==> config.mk <==
export PLATFORM = sky130hd
export DESIGN_NAME = ara_apb_uart_tx_flat
export DESIGN_NICKNAME = d
export VERILOG_FILES = /design/src/rtl/ara_apb_uart_tx_if.sv /design/src/rtl/ara_apb_uart_tx.sv /design/src/flat_wrapper.sv
export SDC_FILE = /design/constraint.sdc
export NUM_CORES = 1
export LEC_CHECK = 0
export BUFFER_PORTS_ARGS = -buffer_cell sky130_fd_sc_hd__clkbuf_2
export CAP_MARGIN = 20
export CORE_MARGIN = 2
export CORE_UTILIZATION = 62
export DETAILED_ROUTE_END_ITERATION = 10
export PLACE_DENSITY = 0.87
export RECOVER_POWER = 25
export REMOVE_ABC_BUFFERS = 1
export SYNTH_ARGS = -nofsm -noshare
export SYNTH_HDL_FRONTEND = slang
export SYNTH_SLANG_ARGS = --single-unit
==> constraint.sdc <==
create_clock -name clk_i -period 7.35 [get_ports clk_i]
set_input_delay 1.1025 -clock clk_i [delete_from_list [all_inputs] [get_ports clk_i]]
set_output_delay 1.1025 -clock clk_i [all_outputs]
set_load 0.1 [all_outputs]
==> src/rtl/ara_apb_uart_tx_if.sv <==
// APB slave bus bundle for the UART transmitter; signal names follow the block's port list.
`timescale 1ns/1ps
interface ara_apb_uart_tx_if;
    logic        psel_i;
    logic        penable_i;
    logic        pwrite_i;
    logic [31:0] paddr_i;
    logic [31:0] pwdata_i;
    logic [31:0] prdata_o;
    logic        pready_o;
    logic        pslverr_o;

    modport slave (
        input  psel_i, penable_i, pwrite_i, paddr_i, pwdata_i,
        output prdata_o, pready_o, pslverr_o
    );

    modport master (
        output psel_i, penable_i, pwrite_i, paddr_i, pwdata_i,
        input  prdata_o, pready_o, pslverr_o
    );
endinterface

==> src/rtl/ara_apb_uart_tx.sv <==
// APB-programmed 8N1 UART transmitter with a TX FIFO; one APB wait state, frames of 10*max(DIV,1) cycles.
// THR writes to a full FIFO are refused with pslverr unless the serializer pops on that same edge.
`timescale 1ns/1ps
module ara_apb_uart_tx #(
    parameter int          FifoDepth  = 8,
    parameter logic [15:0] DefaultDiv = 16'd16
) (
    input  logic              clk_i,
    input  logic              rst_i,
    ara_apb_uart_tx_if.slave  apb,
    output logic              tx_o,
    output logic              irq_o
);
    localparam int PtrW = (FifoDepth > 1) ? $clog2(FifoDepth) : 1;
    localparam int LvlW = PtrW + 1;

    typedef enum logic [1:0] {IDLE, START, DATA, STOP} state_t;

    state_t          state;
    logic [15:0]     cnt;
    logic [15:0]     div_lat;
    logic [2:0]      bit_cnt;
    logic [7:0]      shreg;
    logic [15:0]     div;
    logic [7:0]      mem [FifoDepth];
    logic [PtrW-1:0] wr_ptr;
    logic [PtrW-1:0] rd_ptr;
    logic [LvlW-1:0] level;

    logic        full, empty, busy, bit_end, pop, push, access, thr_ok;
    logic [1:0]  addr_sel;
    logic [15:0] div_eff;
    logic [6:0]  level_ext;
    logic [31:0] status;
    logic        unused_bits;

    assign full      = (level == LvlW'(FifoDepth));
    assign empty     = (level == '0);
    assign busy      = (state != IDLE);
    assign irq_o     = empty & ~busy;
    assign bit_end   = (cnt == div_lat - 16'd1);
    assign pop       = ~empty & ((state == IDLE) | ((state == STOP) & bit_end));
    assign access    = apb.psel_i & apb.penable_i & ~apb.pready_o;
    assign addr_sel  = apb.paddr_i[3:2];
    // A full FIFO still takes the byte when the serializer drains one on the same edge.
    assign thr_ok    = ~full | pop;
    assign push      = access & apb.pwrite_i & (addr_sel == 2'd0) & thr_ok;
    assign div_eff   = (div == 16'd0) ? 16'd1 : div;
    assign level_ext = 7'(level);
    assign status    = {22'd0, level_ext, busy, empty, full};
    assign unused_bits = ^{apb.paddr_i[31:4], apb.paddr_i[1:0], apb.pwdata_i[31:16]};

    always_ff @(posedge clk_i) begin
        if (rst_i) begin
            apb.pready_o  <= 1'b0;
            apb.prdata_o  <= '0;
            apb.pslverr_o <= 1'b0;
            div           <= DefaultDiv;
        end else begin
            apb.pready_o  <= access;
            apb.prdata_o  <= '0;
            apb.pslverr_o <= 1'b0;
            if (access) begin
                unique case (addr_sel)
                    2'd0: if (!apb.pwrite_i || !thr_ok) apb.pslverr_o <= 1'b1;
                    2'd1: begin
                        if (apb.pwrite_i) apb.pslverr_o <= 1'b1;
                        else              apb.prdata_o  <= status;
                    end
                    2'd2: begin
                        if (apb.pwrite_i) div          <= apb.pwdata_i[15:0];
                        else              apb.prdata_o <= {16'd0, div};
                    end
                    default: apb.pslverr_o <= 1'b1;
                endcase
            end
        end
    end

    always_ff @(posedge clk_i) begin
        if (push) mem[wr_ptr] <= apb.pwdata_i[7:0];
    end

    always_ff @(posedge clk_i) begin
        if (rst_i) begin
            wr_ptr <= '0;
            rd_ptr <= '0;
            level  <= '0;
        end else begin
            if (push) wr_ptr <= wr_ptr + PtrW'(1);
            if (pop)  rd_ptr <= rd_ptr + PtrW'(1);
            if (push && !pop)      level <= level + LvlW'(1);
            else if (pop && !push) level <= level - LvlW'(1);
        end
    end

    // The divisor is latched when a byte is popped, so DIV writes only affect later frames.
    always_ff @(posedge clk_i) begin
        if (rst_i) begin
            state   <= IDLE;
            tx_o    <= 1'b1;
            cnt     <= '0;
            bit_cnt <= '0;
            shreg   <= '0;
            div_lat <= 16'd1;
        end else begin
            unique case (state)
                IDLE: begin
                    if (pop) begin
                        shreg   <= mem[rd_ptr];
                        div_lat <= div_eff;
                        cnt     <= '0;
                        tx_o    <= 1'b0;
                        state   <= START;
                    end
                end
                START: begin
                    if (bit_end) begin
                        cnt     <= '0;
                        bit_cnt <= '0;
                        tx_o    <= shreg[0];
                        state   <= DATA;
                    end else begin
                        cnt <= cnt + 16'd1;
                    end
                end
                DATA: begin
                    if (bit_end) begin
                        cnt <= '0;
                        if (bit_cnt == 3'd7) begin
                            tx_o  <= 1'b1;
                            state <= STOP;
                        end else begin
                            bit_cnt <= bit_cnt + 3'd1;
                            shreg   <= shreg >> 1;
                            tx_o    <= shreg[1];
                        end
                    end else begin
                        cnt <= cnt + 16'd1;
                    end
                end
                STOP: begin
                    if (bit_end) begin
                        cnt <= '0;
                        if (pop) begin
                            shreg   <= mem[rd_ptr];
                            div_lat <= div_eff;
                            tx_o    <= 1'b0;
                            state   <= START;
                        end else begin
                            state <= IDLE;
                        end
                    end else begin
                        cnt <= cnt + 16'd1;
                    end
                end
            endcase
        end
    end
endmodule

==> src/flat_wrapper.sv <==
// flat-port wrapper written by rule: the top's interface ports become plain ports
module ara_apb_uart_tx_flat 
#(
    parameter int          FifoDepth  = 8,
    parameter logic [15:0] DefaultDiv = 16'd16
)
  (clk_i, rst_i, tx_o, irq_o, apb_psel_i, apb_penable_i, apb_pwrite_i, apb_paddr_i, apb_pwdata_i, apb_prdata_o, apb_pready_o, apb_pslverr_o);
  ara_apb_uart_tx_if apb_i ();
  input  logic clk_i;
  input  logic rst_i;
  output logic tx_o;
  output logic irq_o;
  input wire logic [$bits(apb_i.psel_i)-1:0] apb_psel_i;
  input wire logic [$bits(apb_i.penable_i)-1:0] apb_penable_i;
  input wire logic [$bits(apb_i.pwrite_i)-1:0] apb_pwrite_i;
  input wire logic [$bits(apb_i.paddr_i)-1:0] apb_paddr_i;
  input wire logic [$bits(apb_i.pwdata_i)-1:0] apb_pwdata_i;
  output wire logic [$bits(apb_i.prdata_o)-1:0] apb_prdata_o;
  output wire logic [$bits(apb_i.pready_o)-1:0] apb_pready_o;
  output wire logic [$bits(apb_i.pslverr_o)-1:0] apb_pslverr_o;
  assign apb_i.psel_i = apb_psel_i;
  assign apb_i.penable_i = apb_penable_i;
  assign apb_i.pwrite_i = apb_pwrite_i;
  assign apb_i.paddr_i = apb_paddr_i;
  assign apb_i.pwdata_i = apb_pwdata_i;
  assign apb_prdata_o = apb_i.prdata_o;
  assign apb_pready_o = apb_i.pready_o;
  assign apb_pslverr_o = apb_i.pslverr_o;
  ara_apb_uart_tx #(.FifoDepth(FifoDepth), .DefaultDiv(DefaultDiv)) u_core (.clk_i(clk_i), .rst_i(rst_i), .apb(apb_i), .tx_o(tx_o), .irq_o(irq_o));
endmodule
* After elaboration in Yosys (flattened, before gate mapping)
Memory sizes are Yosys's and may differ from the RTL's. A register that Yosys moved wholly into a read port is not among the register bits. Cells that the tools add are included.
Storage, ports and cells: bits of input ports 69, output and inout port bits 36, memory bits (read-only) 0, register bits after elaboration 106, RAM bits 64, word-level logic and storage cells 115, bits in latches 0, memories kept 1
Operators by class: muxes and demuxes 41, $mul 0, bitwise operators 15, div/mod/pow operators 0, equal/unequal tests 14, $lt $le $gt $ge 0, $add $sub $neg 7, reduce and logical (&&, ||, !) cells 24, shift-type cells 0
Memories:
- u_core.mem | words 8, bits a word 8, read ports 1, clocked after memory_dff 1, write ports 1, line ara_apb_uart_tx.sv:25 | logic [7:0] mem [FifoDepth];
Operators by type and width (number):
- two-way mux 16 bit | 6
- case mux 16 bit (2 select lines) | 2
- case mux 32 bit (2 select lines) | 1
- two-way mux 8 bit | 4
- case mux 8 bit (3 select lines) | 1
- adder 16 x 1 -> 16 bit (second input constant) | 1
- equality test 16 bit | 1
- zero test 16 bit | 1
- subtractor 16 x 1 -> 16 bit (second input constant) | 1
- two-way mux 3 bit | 5
- two-way mux 1 bit | 10
- two-way mux 2 bit | 5
- inequality test 2 x 1 -> 1 bit (second input constant) | 5
- adder 3 x 1 -> 3 bit (second input constant) | 3
- bitwise AND 1 bit | 8
- two-way mux 4 bit | 2
- case mux 2 bit (4 select lines) | 1
- AND reduction 4 bit | 2
- nonzero test 2 bit | 4
- two-way mux 7 bit | 1
- equality test 2 bit (second input constant) | 3
- case mux 3 bit (2 select lines) | 1
- AND reduction 3 bit | 2
- inverter 1 bit | 5
- other kinds (19) | 26

* Longest topological paths before layout
depth in word-level cells 11, depth in mapped cells 19, gate-level depth less buffers 18

* Least setup slack after synthesis
OpenSTA, ideal clock, no wires.
kind reg2reg, from register u_core.div_lat[0], to register u_core.level[3], arrival 3.981 ns, buffers on the path 1, period minus slack after synthesis 4.052 ns, cell stages (with the launch flop) 20, setup slack 3.298 ns, cell sequence dfxtp_1 -> inv_1 -> ha_1 -> nor3b_1 -> nand2_1 -> a2111oi_4 -> o22ai_2 -> nor4_4 -> a211oi_2 -> or2_1 -> buf_6 -> inv_1 -> ha_1 -> inv_1 -> ha_1 -> a21o_1 -> a21oi_1 -> xnor2_1 -> or3_1 -> a21oi_1
Between the ends: longest elaborated chain between the ends 10
Ends and longest elaborated chain:
- start, declared | line ara_apb_uart_tx.sv:21 | logic [15:0] div_lat;
- start signal, assigned | line ara_apb_uart_tx.sv:111 | div_lat <= div_eff;
- start signal, assigned | line ara_apb_uart_tx.sv:147 | div_lat <= div_eff;
- subtractor 16 x 1 -> 16 bit (*) | line ara_apb_uart_tx.sv:41 | assign bit_end = (cnt == div_lat - 16'd1);
- equality test 16 bit (*) | line ara_apb_uart_tx.sv:41
- bitwise AND 1 bit (*) | line ara_apb_uart_tx.sv:42 | assign pop = ~empty & ((state == IDLE) | ((state == STOP) & bit_end));
- bitwise OR 1 bit (*) | line ara_apb_uart_tx.sv:42
- bitwise AND 1 bit (*) | line ara_apb_uart_tx.sv:42
- bitwise OR 1 bit (*) | line ara_apb_uart_tx.sv:46 | assign thr_ok = ~full | pop;
- bitwise AND 1 bit (*) | line ara_apb_uart_tx.sv:47 | assign push = access & apb.pwrite_i & (addr_sel == 2'd0) & thr_ok;
- named net u_core.push | line ara_apb_uart_tx.sv:30 | logic full, empty, busy, bit_end, pop, push, access, thr_ok;
- zero test 1 bit | line ara_apb_uart_tx.sv:93 | else if (pop && !push) level <= level - LvlW'(1);
- logical AND 1 bit | line ara_apb_uart_tx.sv:93
- nonzero test 2 bit (no line)
- end signal, assigned | line ara_apb_uart_tx.sv:92 | if (push && !pop) level <= level + LvlW'(1);
- end signal, assigned | line ara_apb_uart_tx.sv:93
- end, declared | line ara_apb_uart_tx.sv:28 | logic [LvlW-1:0] level;
Mark *: on every way through the listed nets, which the timed path passes. The rest lies on a longest branch. A chain may end at the register's enable or synchronous reset.

* Worst setup path in the final report
Same ends and word-level chain as after synthesis.

==> results.toml <==
[yosys]
seq_area_frac_synth = 0.5270
ys_seq_elements = 157
synth_edf_count = 64
synth_ff_type = "dfxtp_1"
netlist_area_sq_um = 7179
synth_top_family_by_area = "simple AND/OR/NAND/NOR gates"
synth_cell_types = 68
synthAdderAreaFrac = 0.03416
yosysWarnings = 0
syn_inst = 649
synth.avg_cell_area_sq_um = 11.06
async_flop_share = 0
synth_compound_area_frac = 0.08313
synthSimpleGateAreaFrac = 0.1699
synth.area.mux_share = 0.1025
synth_xor_area_frac = 0.03904

[timing]
report.final.hold_viol_count = 0
setup_violations = 0
holdWs_ns = 0.4638
timing.fmax_ghz = 0.1909
slew_headroom = 0.2980
slew_viol_final = 0
grt_setup_unrepaired = "false"
finalSetupTns_ns = 0
worst_pin_slew_ns = 1.050
period_minus_slack_ns = 5.238
fin_crit_sh = 0.7126
clock_skew_ns = 0.01250

[placement]
portBuffers = 42
place.gp.congestion = 0.8637
placed_area_sq_um = 7423
dpl.hpwl_microns = 10310

[routing]
viasPerCell = 6.231
drtAntennaViolNets = 0
routed_wirelength_microns = 16490
drt_iter0_drc = 617
drt_pre_antenna_iters = 5
num_vias = 5259
wl_per_cell_microns = 19.54
route.detailed.drc = 0

[setup_path]
slowest_stage = "a211oi_2"
path_class = "reg -> reg"
critPathArrivalTime_ns = 5.60
cp_top_family = "simple AND/OR/NAND/NOR gates"
setup.worst_path.start_class = "flip-flop"
path_max_fanout = 9
crit_chain = "inv_1 -> ha_1 -> nor3b_1 -> nand4_1 -> and3_1 -> nor3_1 -> nor4_4 -> a211oi_2 -> or2_1 -> inv_1 -> ha_1 -> inv_1 -> ha_1 -> a21o_1 -> a21oi_1 -> xnor2_1 -> or3_1 -> a21oi_1"
r2r_cells = 18
cp_slowest_stage_delay_ns = 0.58
crit_path_end_kind = "flip-flop"
r2r_slack_ns = 2.11
crit_buf_inv = 3
critical_path_depth = 18
critPathRequiredTime_ns = 7.71

[pwr]
p_int_mw = 1.728
p_seq_frac = 0.393
p_per_area_nw_per_um2 = 328.2
peakVddDrop_mv = 0.3546
combPwrFrac = 0.287
switching_share = 0.3438
p_leak_nw = 3.006
total_power_mw = 2.633
p_sw_uw = 905.0
power_frac_clock = 0.320

[global_routing]
grt_max_degree = 64
grt_pass1_vias = 5313
grt_pass1_wl_microns = 26500
grt-ovfl-total = 0
grt_util_all_layers = 0.2727
antenna_found_initial = 0

[finish]
num_antenna_cells = 0
area_growth_pct = 11.73
final_area_sq_um = 8021
final_nets = 776
drive_above_1_share = 0.1612

[clock_network]
clkSinkCount = 157
postCtsSetupBuffers = 0
clk_pin_slew_ns = 0.07
cts_tree = "built"
postCtsHoldBufs = 0
insertion_delay_ns = 0.43
cts_root_buf = "clkbuf_16"
max-clock-path-buffers = 2
cts_buffers = 17
htree_levels = 4
cts_resized = 0

[floorplanning]
die_w_microns = 111.6
start_util = 0.6315
core_area_sq_um = 11370
chipHeight_microns = 111.6
ios = 105
rows = 39
die_area_sq_um = 12460

[hold_path]
min_path_cells = 2
holdCritPathClass = "reg -> reg"

[flow_run]
drv_cap = 0

[run_status]
status = "finished clean"
area by class of cell:
cell class / count / area, sq um
Inverter: 18 / 67.56
Sequential cell: 157 / 3784
Clock buffer: 19 / 432.9
Timing Repair Buffer: 52 / 290.3
Clock inverter: 13 / 130.1
Tap cell: 143 / 178.9
Fill cell: 713 / 3348
Multi-Input combinational cell: 442 / 3138
metrics by stage:
| stage | utilization | setup WS, ns | instances |
|---|---|---|---|
| floorplan | - | 3.246 | 617 |
| global placement | 0.6529 | 2.628 | 808 |
| detailed placement | 0.6529 | 2.423 | 808 |
| CTS | 0.7024 | 2.214 | 840 |
| global route | 0.7055 | 1.814 | 844 |
| finish | 0.7055 | 2.112 | 844 |
path summary, 6_finish.rpt:
kind | to | from
worst min-delay path | u_core.shreg[7] | u_core.shreg[7]
worst max register to register | u_core.level[3] | u_core.div_lat[0]
worst min register to register | u_core.shreg[7] | u_core.shreg[7]
worst max-delay path | u_core.level[3] | u_core.div_lat[0]
power by group through the flow:
stage | clock, mW | sequential [mW] | combinational, mW
finish | 0.843 | 1.03 | 0.755
global placement | 0 | 1.05 | 0.670
detailed placement | 0 | 1.06 | 0.703
global route | 0.878 | 1.04 | 0.810
CTS | 0.846 | 1.04 | 0.724
floorplan | 0 | 1.06 | 0.549
cells in the mapped netlist, types with 17 or more instances:
library cell	instances	area [sq um]
edfxtp_1	64	1922
a21oi_1	36	180.2
mux2i_1	33	330.3
clkbuf_1	24	90.09
o21ai_0	18	90.09
nor2_1	68	255.2
dfxtp_1	93	1862
nand2_1	62	232.7
inv_1	18	67.56
xor2_1	17	148.9
ha_1	18	225.2
layer usage:
metal | part of all wire | up-vias | GRT usage | wire length [microns]
met5 | 0 | - | 0 | 0
met4 | 0.036 | 0 | 0.1325 | 587
met3 | 0.074 | 61 | 0.08438 | 1224
met2 | 0.50 | 253 | 0.4533 | 8199
met1 | 0.39 | 2539 | 0.3242 | 6480
li1 | - | 2406 | - | -
cell usage in the layout (no fill, tap or decap), drive strengths merged, types with 5 or more instances in the layout:
cell type	count
a21oi	37
and3	15
buf	10
mux4	16
nor4	12
dfxtp	93
clkbuf	61
nand2	62
conb	16
nand3	12
nor2	68
or3	7
nand4	11
xor2	17
o21ai	18
xnor2	15
ha	18
edfxtp	64
nor3	13
clkinv	5
mux2i	33
inv	24
a22oi	8
sequential cells by signal (all words and copies together), names as in the netlist, named ones only:
| register | cells |
|---|---|
| u_core.rd_ptr | 3 |
| u_core.mem | 64 |
| u_core.div | 16 |
| u_core.apb.pslverr_o | 1 |
| u_core.apb.pready_o | 1 |
| u_core.cnt | 16 |
| u_core.div_lat | 16 |
| u_core.shreg | 8 |
| u_core.state | 2 |
| u_core.level | 4 |
| u_core.apb.prdata_o | 16 |
| u_core.bit_cnt | 3 |
| u_core.tx_o | 1 |
| u_core.wr_ptr | 3 |
cell families after synthesis:
kind of cell / after synthesis
AO/OA/AOI/OAI: 88
XOR/XNOR: 32
adder cells (fa/ha/maj): 19
buffers and inverters: 65
flip-flops: 157
multiplexers: 53
other: 1
AND/OR/NAND/NOR: 234
worst reg2reg max path: stages (launching register included):
cell      delay (ns)
dfxtp_1         0.38
inv_1           0.09
ha_1            0.22
nor3b_1         0.54
nand4_1         0.28
and3_1          0.25
nor3_1          0.40
nor4_4          0.15
a211oi_2        0.58
or2_1           0.45
inv_1           0.09
ha_1            0.24
inv_1           0.16
ha_1            0.28
a21o_1          0.21
a21oi_1         0.22
xnor2_1         0.12
or3_1           0.34
a21oi_1         0.16
Note: power is estimated with default switching activity, not from simulation.
